File: src/rtl/function_generator_playback_sequencer.sv
// Waveform-memory read sequencer for the function-generator output path.
// Plays [start, end) continuously or as triggered bursts of N passes.
// Configuration is staged in a shadow set and only takes effect when the
// block is not playing or at a pass boundary, so the output never glitches.
module function_generator_playback_sequencer #(
  parameter int ADDR_WIDTH  = 14,
  parameter int COUNT_WIDTH = 16,
  parameter int SYNC_DELAY  = 2
) (
  input  logic                   clock,
  input  logic                   reset_n,
  input  logic [ADDR_WIDTH-1:0]  start_address,
  input  logic [ADDR_WIDTH-1:0]  end_address,
  input  logic [COUNT_WIDTH-1:0] repeat_count,
  input  logic [1:0]             mode,
  input  logic                   config_load,
  input  logic                   trigger,
  input  logic                   abort,
  output logic [ADDR_WIDTH-1:0]  read_address,
  output logic                   read_enable,
  output logic                   sync_out,
  output logic                   busy,
  output logic                   done,
  output logic [COUNT_WIDTH-1:0] pass_count,
  output logic                   config_error
);

  typedef enum logic [1:0] {S_IDLE, S_ARMED, S_PLAY} state_t;

  state_t                 r_state;
  logic [ADDR_WIDTH-1:0]  r_addr;
  logic                   r_re, r_busy, r_done, r_sync_raw;
  logic [COUNT_WIDTH-1:0] r_pc;

  // active and shadow configuration
  logic [ADDR_WIDTH-1:0]  r_act_start, r_act_end, r_sh_start, r_sh_end;
  logic [COUNT_WIDTH-1:0] r_act_rep, r_sh_rep;
  logic [1:0]             r_act_mode, r_sh_mode;
  logic                   r_pending, r_cfg_err;

  // trigger synchronizer and rising-edge detect
  logic r_trg_s1, r_trg_s2, r_trg_prev, r_trg_rise;

  logic                   w_load_ok, w_boundary, w_apply, w_more;
  logic [ADDR_WIDTH-1:0]  w_nx_start;
  logic [COUNT_WIDTH-1:0] w_nx_rep, w_pc_inc;
  logic [1:0]             w_nx_mode;
  logic [COUNT_WIDTH:0]   w_pc_plus1;

  assign w_load_ok  = config_load && (end_address > start_address);
  assign w_boundary = (r_state == S_PLAY) && (r_addr == r_act_end - ADDR_WIDTH'(1));
  // shadow is applied whenever not playing, or at a pass boundary; never on abort
  assign w_apply    = !abort && r_pending && ((r_state != S_PLAY) || w_boundary);

  // configuration that will be active after this edge
  assign w_nx_start = r_pending ? r_sh_start : r_act_start;
  assign w_nx_rep   = r_pending ? r_sh_rep   : r_act_rep;
  assign w_nx_mode  = r_pending ? r_sh_mode  : r_act_mode;

  assign w_pc_inc   = (&r_pc) ? r_pc : r_pc + COUNT_WIDTH'(1);
  assign w_pc_plus1 = {1'b0, r_pc} + (COUNT_WIDTH+1)'(1);
  // another pass follows this boundary
  assign w_more     = (w_nx_mode == 2'd1) ||
                      ((w_nx_mode == 2'd2) &&
                       ((w_nx_rep == '0) || (w_pc_plus1 < {1'b0, w_nx_rep})));

  // trigger: two-flop synchronizer followed by a registered rising-edge pulse
  always_ff @(posedge clock or negedge reset_n) begin
    if (!reset_n) begin
      r_trg_s1   <= 1'b0;
      r_trg_s2   <= 1'b0;
      r_trg_prev <= 1'b0;
      r_trg_rise <= 1'b0;
    end else begin
      r_trg_s1   <= trigger;
      r_trg_s2   <= r_trg_s1;
      r_trg_prev <= r_trg_s2;
      r_trg_rise <= r_trg_s2 && !r_trg_prev;
    end
  end

  // shadow capture, validity flag, and shadow-to-active transfer
  always_ff @(posedge clock or negedge reset_n) begin
    if (!reset_n) begin
      r_act_start <= '0;
      r_act_end   <= '0;
      r_act_rep   <= '0;
      r_act_mode  <= '0;
      r_sh_start  <= '0;
      r_sh_end    <= '0;
      r_sh_rep    <= '0;
      r_sh_mode   <= '0;
      r_pending   <= 1'b0;
      r_cfg_err   <= 1'b0;
    end else begin
      if (w_apply) begin
        r_act_start <= r_sh_start;
        r_act_end   <= r_sh_end;
        r_act_rep   <= r_sh_rep;
        r_act_mode  <= r_sh_mode;
        r_pending   <= 1'b0;
      end
      // a load in the same cycle as a transfer re-arms pending (last one wins)
      if (config_load) begin
        if (w_load_ok) begin
          r_sh_start <= start_address;
          r_sh_end   <= end_address;
          r_sh_rep   <= repeat_count;
          r_sh_mode  <= mode;
          r_pending  <= 1'b1;
          r_cfg_err  <= 1'b0;
        end else begin
          r_cfg_err  <= 1'b1;
        end
      end
    end
  end

  // playback FSM with registered address, enable, sync and status outputs
  always_ff @(posedge clock or negedge reset_n) begin
    if (!reset_n) begin
      r_state    <= S_IDLE;
      r_addr     <= '0;
      r_re       <= 1'b0;
      r_busy     <= 1'b0;
      r_done     <= 1'b0;
      r_pc       <= '0;
      r_sync_raw <= 1'b0;
    end else begin
      r_done     <= 1'b0;
      r_sync_raw <= 1'b0;
      if (abort) begin
        r_state <= S_IDLE;
        r_re    <= 1'b0;
        r_busy  <= 1'b0;
        r_addr  <= r_act_start;
      end else begin
        case (r_state)
          S_IDLE: begin
            r_addr <= r_act_start;
            // a pending set is transferred first so play starts on the new region
            if (!r_pending) begin
              if (r_act_mode == 2'd1) begin
                r_state    <= S_PLAY;
                r_re       <= 1'b1;
                r_busy     <= 1'b1;
                r_pc       <= '0;
                r_sync_raw <= 1'b1;
              end else if (r_act_mode == 2'd2) begin
                r_state <= S_ARMED;
              end
            end
          end
          S_ARMED: begin
            r_addr <= w_nx_start;
            if (w_nx_mode != 2'd2) begin
              r_state <= S_IDLE;
            end else if (r_trg_rise) begin
              r_state    <= S_PLAY;
              r_re       <= 1'b1;
              r_busy     <= 1'b1;
              r_pc       <= '0;
              r_sync_raw <= 1'b1;
            end
          end
          S_PLAY: begin
            if (w_boundary) begin
              r_pc   <= w_pc_inc;
              r_addr <= w_nx_start;
              if (w_more) begin
                r_sync_raw <= 1'b1;
              end else begin
                r_re    <= 1'b0;
                r_busy  <= 1'b0;
                if (w_nx_mode == 2'd2) begin
                  r_done  <= 1'b1;
                  r_state <= S_ARMED;
                end else begin
                  r_state <= S_IDLE;
                end
              end
            end else begin
              r_addr <= r_addr + ADDR_WIDTH'(1);
            end
          end
          default: begin
            r_state <= S_IDLE;
            r_re    <= 1'b0;
            r_busy  <= 1'b0;
          end
        endcase
      end
    end
  end

  // sync is delayed to line up with the word leaving the memory
  generate
    if (SYNC_DELAY == 0) begin : g_nodly
      assign sync_out = r_sync_raw;
    end else begin : g_dly
      logic [SYNC_DELAY-1:0] r_sync_pipe;
      // shift register; not cleared by abort
      always_ff @(posedge clock or negedge reset_n) begin
        if (!reset_n) begin
          r_sync_pipe <= '0;
        end else begin
          r_sync_pipe[0] <= r_sync_raw;
          for (int i = 1; i < SYNC_DELAY; i++) r_sync_pipe[i] <= r_sync_pipe[i-1];
        end
      end
      assign sync_out = r_sync_pipe[SYNC_DELAY-1];
    end
  endgenerate

  assign read_address = r_addr;
  assign read_enable  = r_re;
  assign busy         = r_busy;
  assign done         = r_done;
  assign pass_count   = r_pc;
  assign config_error = r_cfg_err;

endmodule

File: config.mk
export PLATFORM = sky130hd
export DESIGN_NAME = function_generator_playback_sequencer
export DESIGN_NICKNAME = d
export VERILOG_FILES = /design/src/rtl/function_generator_playback_sequencer.sv
export SDC_FILE = /design/constraint.sdc
export NUM_CORES = 1
export LEC_CHECK = 0
export CAP_MARGIN = 20
export CORE_MARGIN = 2
export CORE_UTILIZATION = 59
export CTS_BUF_LIST = sky130_fd_sc_hd__clkbuf_4
export DETAILED_ROUTE_END_ITERATION = 6
export PLACE_DENSITY = 0.82
export SYNTH_ARGS = -nofsm -noshare
export SYNTH_HDL_FRONTEND = slang
export SYNTH_SLANG_ARGS = --single-unit
File: constraint.sdc
create_clock -name clock -period 4.77 [get_ports clock]
set_input_delay 0.954 -clock clock [delete_from_list [all_inputs] [get_ports clock]]
set_output_delay 0.954 -clock clock [all_outputs]
set_load 0.05 [all_outputs]
==> impl_metrics.ini <==
[yosys]
synthArstFlopShare = 1.000
netlist_area_um2 = 8200
synth-main-ff-cell = dfrtp_1
synth-edff-count = 0
synth_top_area_frac = 0.4120
yosysTopAreaCell = dfrtp_1
avgSynthCellArea_um2 = 10.69
yosysSeqAreaShare = 0.4120
synthTopCellsByArea = dfrtp_1 (41%), mux2_2 (7.4%), mux2_4 (7.3%), ha_1 (5.5%), mux2i_1 (3.4%)
syn_nets = 854
yosys_warnings = 0
synth_cell_types = 75
ys_ff_latch = 135
synthCells = 767

[floorplanning]
initial_core_util = 0.5977
rows = 43
die_x_um = 121.9
die_h_um = 121.9
io_pins = 86
core_area_um2 = 13720
die-area_um2 = 14860

[clock_network]
cts_sinks = 135
tritoncts = built
hold_buffers = 0
clockRootBuffer = clkbuf_4
cts_made_buffers = 17
cts_resized = 0
htree_num_levels = 4
cts.path.max_buffers = 2
post_cts_buffers = 0
insertion_delay_ps = 560
clk_pin_slew_ps = 130

[grt]
grt_pass1_vias = 6261
grt_pass1_wl_um = 32830
antenna_found_initial = 1
grt_max_degree = 88
grt_util_all_layers = 0.2853
grt-ovfl-total = 0

[drt]
wl_per_cell_um = 19.85
drt_wl_total_um = 20400
drt_iter0_drc = 812
num_vias = 6416
drc = 0
ant_nets = 0
vias_per_cell = 6.241
drtPass1Iterations = 5

[power]
seq_power_share = 0.386
swShare = 0.4547
pwr-share-comb = 0.494
peakVddDrop_v = 0.0002567
internal_power_w = 0.003128
p_switching_w = 0.002609
p_clk_frac = 0.120
power.density_nw_per_um2 = 608.6
finalPower_w = 0.005737
p_leak_nw = 4.083

[setup_path]
crit_type = reg2reg
cp_max_fo = 8
r2r_start = pass_count[0]
cp_slowest_stage_delay_ps = 610
cp.arrival_ps = 4550
cp_top_family = compound AO/OA/AOI/OAI gates
critPathBufInv = 1
critical_path_cell_count = 15
worstPathRequired_ps = 5210
critPathLaunch = pass_count[0]
cp_cell_sequence = ha_1 > nand2_1 > nor3_1 > buf_4 > and3_1 > nand3_1 > xnor2_1 > ha_1 > nand2_1 > nor2_1 > a211oi_1 > o211ai_1 > o31ai_1 > nor3_1 > a221oi_1
rr_endpoint = busy
critPathLaunchType = register
end_kind = register
ff2ff_setup_slack_ps = 660
cpMaxStageDelayCell = o31ai_1
crit_path_end = busy
reg2reg_depth = 15

[placed_design]
dp_slack_ps = 840.4
port_buffers = 85
globalplace.congestion = 0.8948
hpwl_um = 14870

[outcome]
outcome = finished clean

[cells_and_area]
fin_nets = 922
seqCellArea_um2 = 3378
syn_to_final_growth_pct = 14.94
multi_input_comb_area_um2 = 4463
drive_above_1_share = 0.1936
nFillCells = 1059

[flow_run]
max_cap_viol_count = 0

[hold_path]
hold_path.class = in2async

[sta]
period_minus_slack_ps = 4106
slew_viol_final = 0
worst_pin_slew_ps = 1020
hold_viol = 0
fin_ws_ps = 664.3
rsz0062_at_grt = false
slew_headroom = 0.3188
skew_ps = 19.81
setup_viol = 0
fmax_ghz = 0.2436
fin_tns_setup_ps = 0
post-route-period-util = 0.8607
-- registers in the layout, indices dropped and copies added, names as in the netlist, 2 cells and up --
register / cells
r_act_mode: 2
r_sh_rep: 16
r_sh_start: 14
r_act_end: 14
r_act_rep: 16
r_state: 2
pass_count: 16
g_dly.r_sync_pipe: 2
r_sh_end: 14
read_address: 14
r_sh_mode: 2
r_act_start: 14
-- stage by stage --
stage | util | instances | area, um^2 | hold WS (ps)
after global routing | 0.6870 | 1028 | 9425 | 357.9
after global placement | 0.6641 | 993 | 9111 | 333.2
after CTS | 0.6823 | 1024 | 9360 | 368.1
final | 0.6870 | 1028 | 9425 | 357.1
after floorplan | - | 767 | 8200 | 331.2
after detailed placement | 0.6641 | 993 | 9111 | 342.0
-- how the worst min path moves through the flow --
stage / start / endpoint / slack [ps] / depth (start not counted)
2_1_floorplan: r_sync_raw / g_dly.r_sync_pipe[0] / 330 / 0
3_3_place_gp: r_trg_s1 / r_trg_s2 / 330 / 0
3_5_place_dp: g_dly.r_sync_pipe[0] / g_dly.r_sync_pipe[1] / 340 / 0
4_1_cts: g_dly.r_sync_pipe[0] / g_dly.r_sync_pipe[1] / 370 / 0
5_1_grt: reset_n / pass_count[9] / 360 / 1
6_report: reset_n / r_sh_start[6] / 360 / 1
-- synthesized netlist by cell type (4+ instances only) --
library cell and count:
dfrtp_1 135, nand2_1 64, mux2_2 54, mux2_4 40, nor2_1 40, ha_1 36
clkbuf_1 33, nor3_1 33, inv_1 31, mux2i_1 28, nand3_1 20, xor2_1 20
a21oi_1 19, xnor2_1 17, nand4_1 14, o21ai_0 12, a21o_1 10, nand2b_1 10
o221a_2 10, o221ai_1 9, nand3b_1 8, o211ai_1 7, or3_1 7, and3_1 6
nor4_1 6, or4_1 5, a211oi_1 4, a31oi_1 4, and2_1 4, buf_1 4
buf_12 4, buf_2 4, nor2b_1 4, o22ai_1 4, o31ai_1 4
-- layout by cell type (no fill, tap or decap), drive strengths merged, types with 7 or more instances in the layout --
cell type	instances
a21o	10
a21oi	19
buf	13
clkbuf	19
clkdlybuf4s50	84
clkinv	7
dfrtp	135
ha	36
inv	32
mux2	94
mux2i	28
nand2	64
nand2b	10
nand3	20
nand3b	8
nand4	14
nor2	40
nor3	34
nor4	7
o211ai	7
o21ai	12
o221a	10
o221ai	9
or3	7
xnor2	17
xor2	20
-- final cells by class --
class	instances	share of cell area
Multi-Input combinational cell	553	0.4735
Sequential cell	135	0.3584
Timing Repair Buffer	97	0.1051
Tap cell	180	0.02389
Clock buffer	19	0.01513
Inverter	31	0.01235
Clock inverter	12	0.01128
Antenna cell	1	0.0002655
-- layer usage --
layer / vias up / track usage / wire, um
li1: 2952 / - / -
met2: 249 / 0.4389 / 9445
met4: 0 / 0.09267 / 359
met1: 3185 / 0.4161 / 9241
met3: 30 / 0.04401 / 1356
met5: - / 0 / 0
-- power groups by stage --
stage,sequential (W),clock (W),combinational [W]
final,0.00221,0.000688,0.00283
after global routing,0.00227,0.000745,0.00306
after CTS,0.00219,0.000703,0.00279
after detailed placement,0.00221,0,0.00278
after global placement,0.00217,0,0.00268
after floorplan,0.00228,0,0.00188
-- kinds of logic (layout without fill, tap and decap cells) --
family	Yosys count	after routing	share of synthesized area
AO/OA/AOI/OAI	120	120	0.1143
XOR/XNOR	37	37	0.03952
adder cells (fa/ha/maj)	36	36	0.05493
buffers and inverters	79	159	0.04699
flip-flops	135	135	0.4120
multiplexers	122	122	0.1816
other	0	1	0
AND/OR/NAND/NOR	238	238	0.1507
-- worst register-to-register path, stage by stage (launching register included) --
cell and delay (ps):
dfrtp_1 560, ha_1 330, nand2_1 100, nor3_1 220
buf_4 200, and3_1 260, nand3_1 120, xnor2_1 250
ha_1 310, nand2_1 80, nor2_1 50, a211oi_1 310
o211ai_1 150, o31ai_1 610, nor3_1 110, a221oi_1 330
Power figures use the tool's default switching activity.
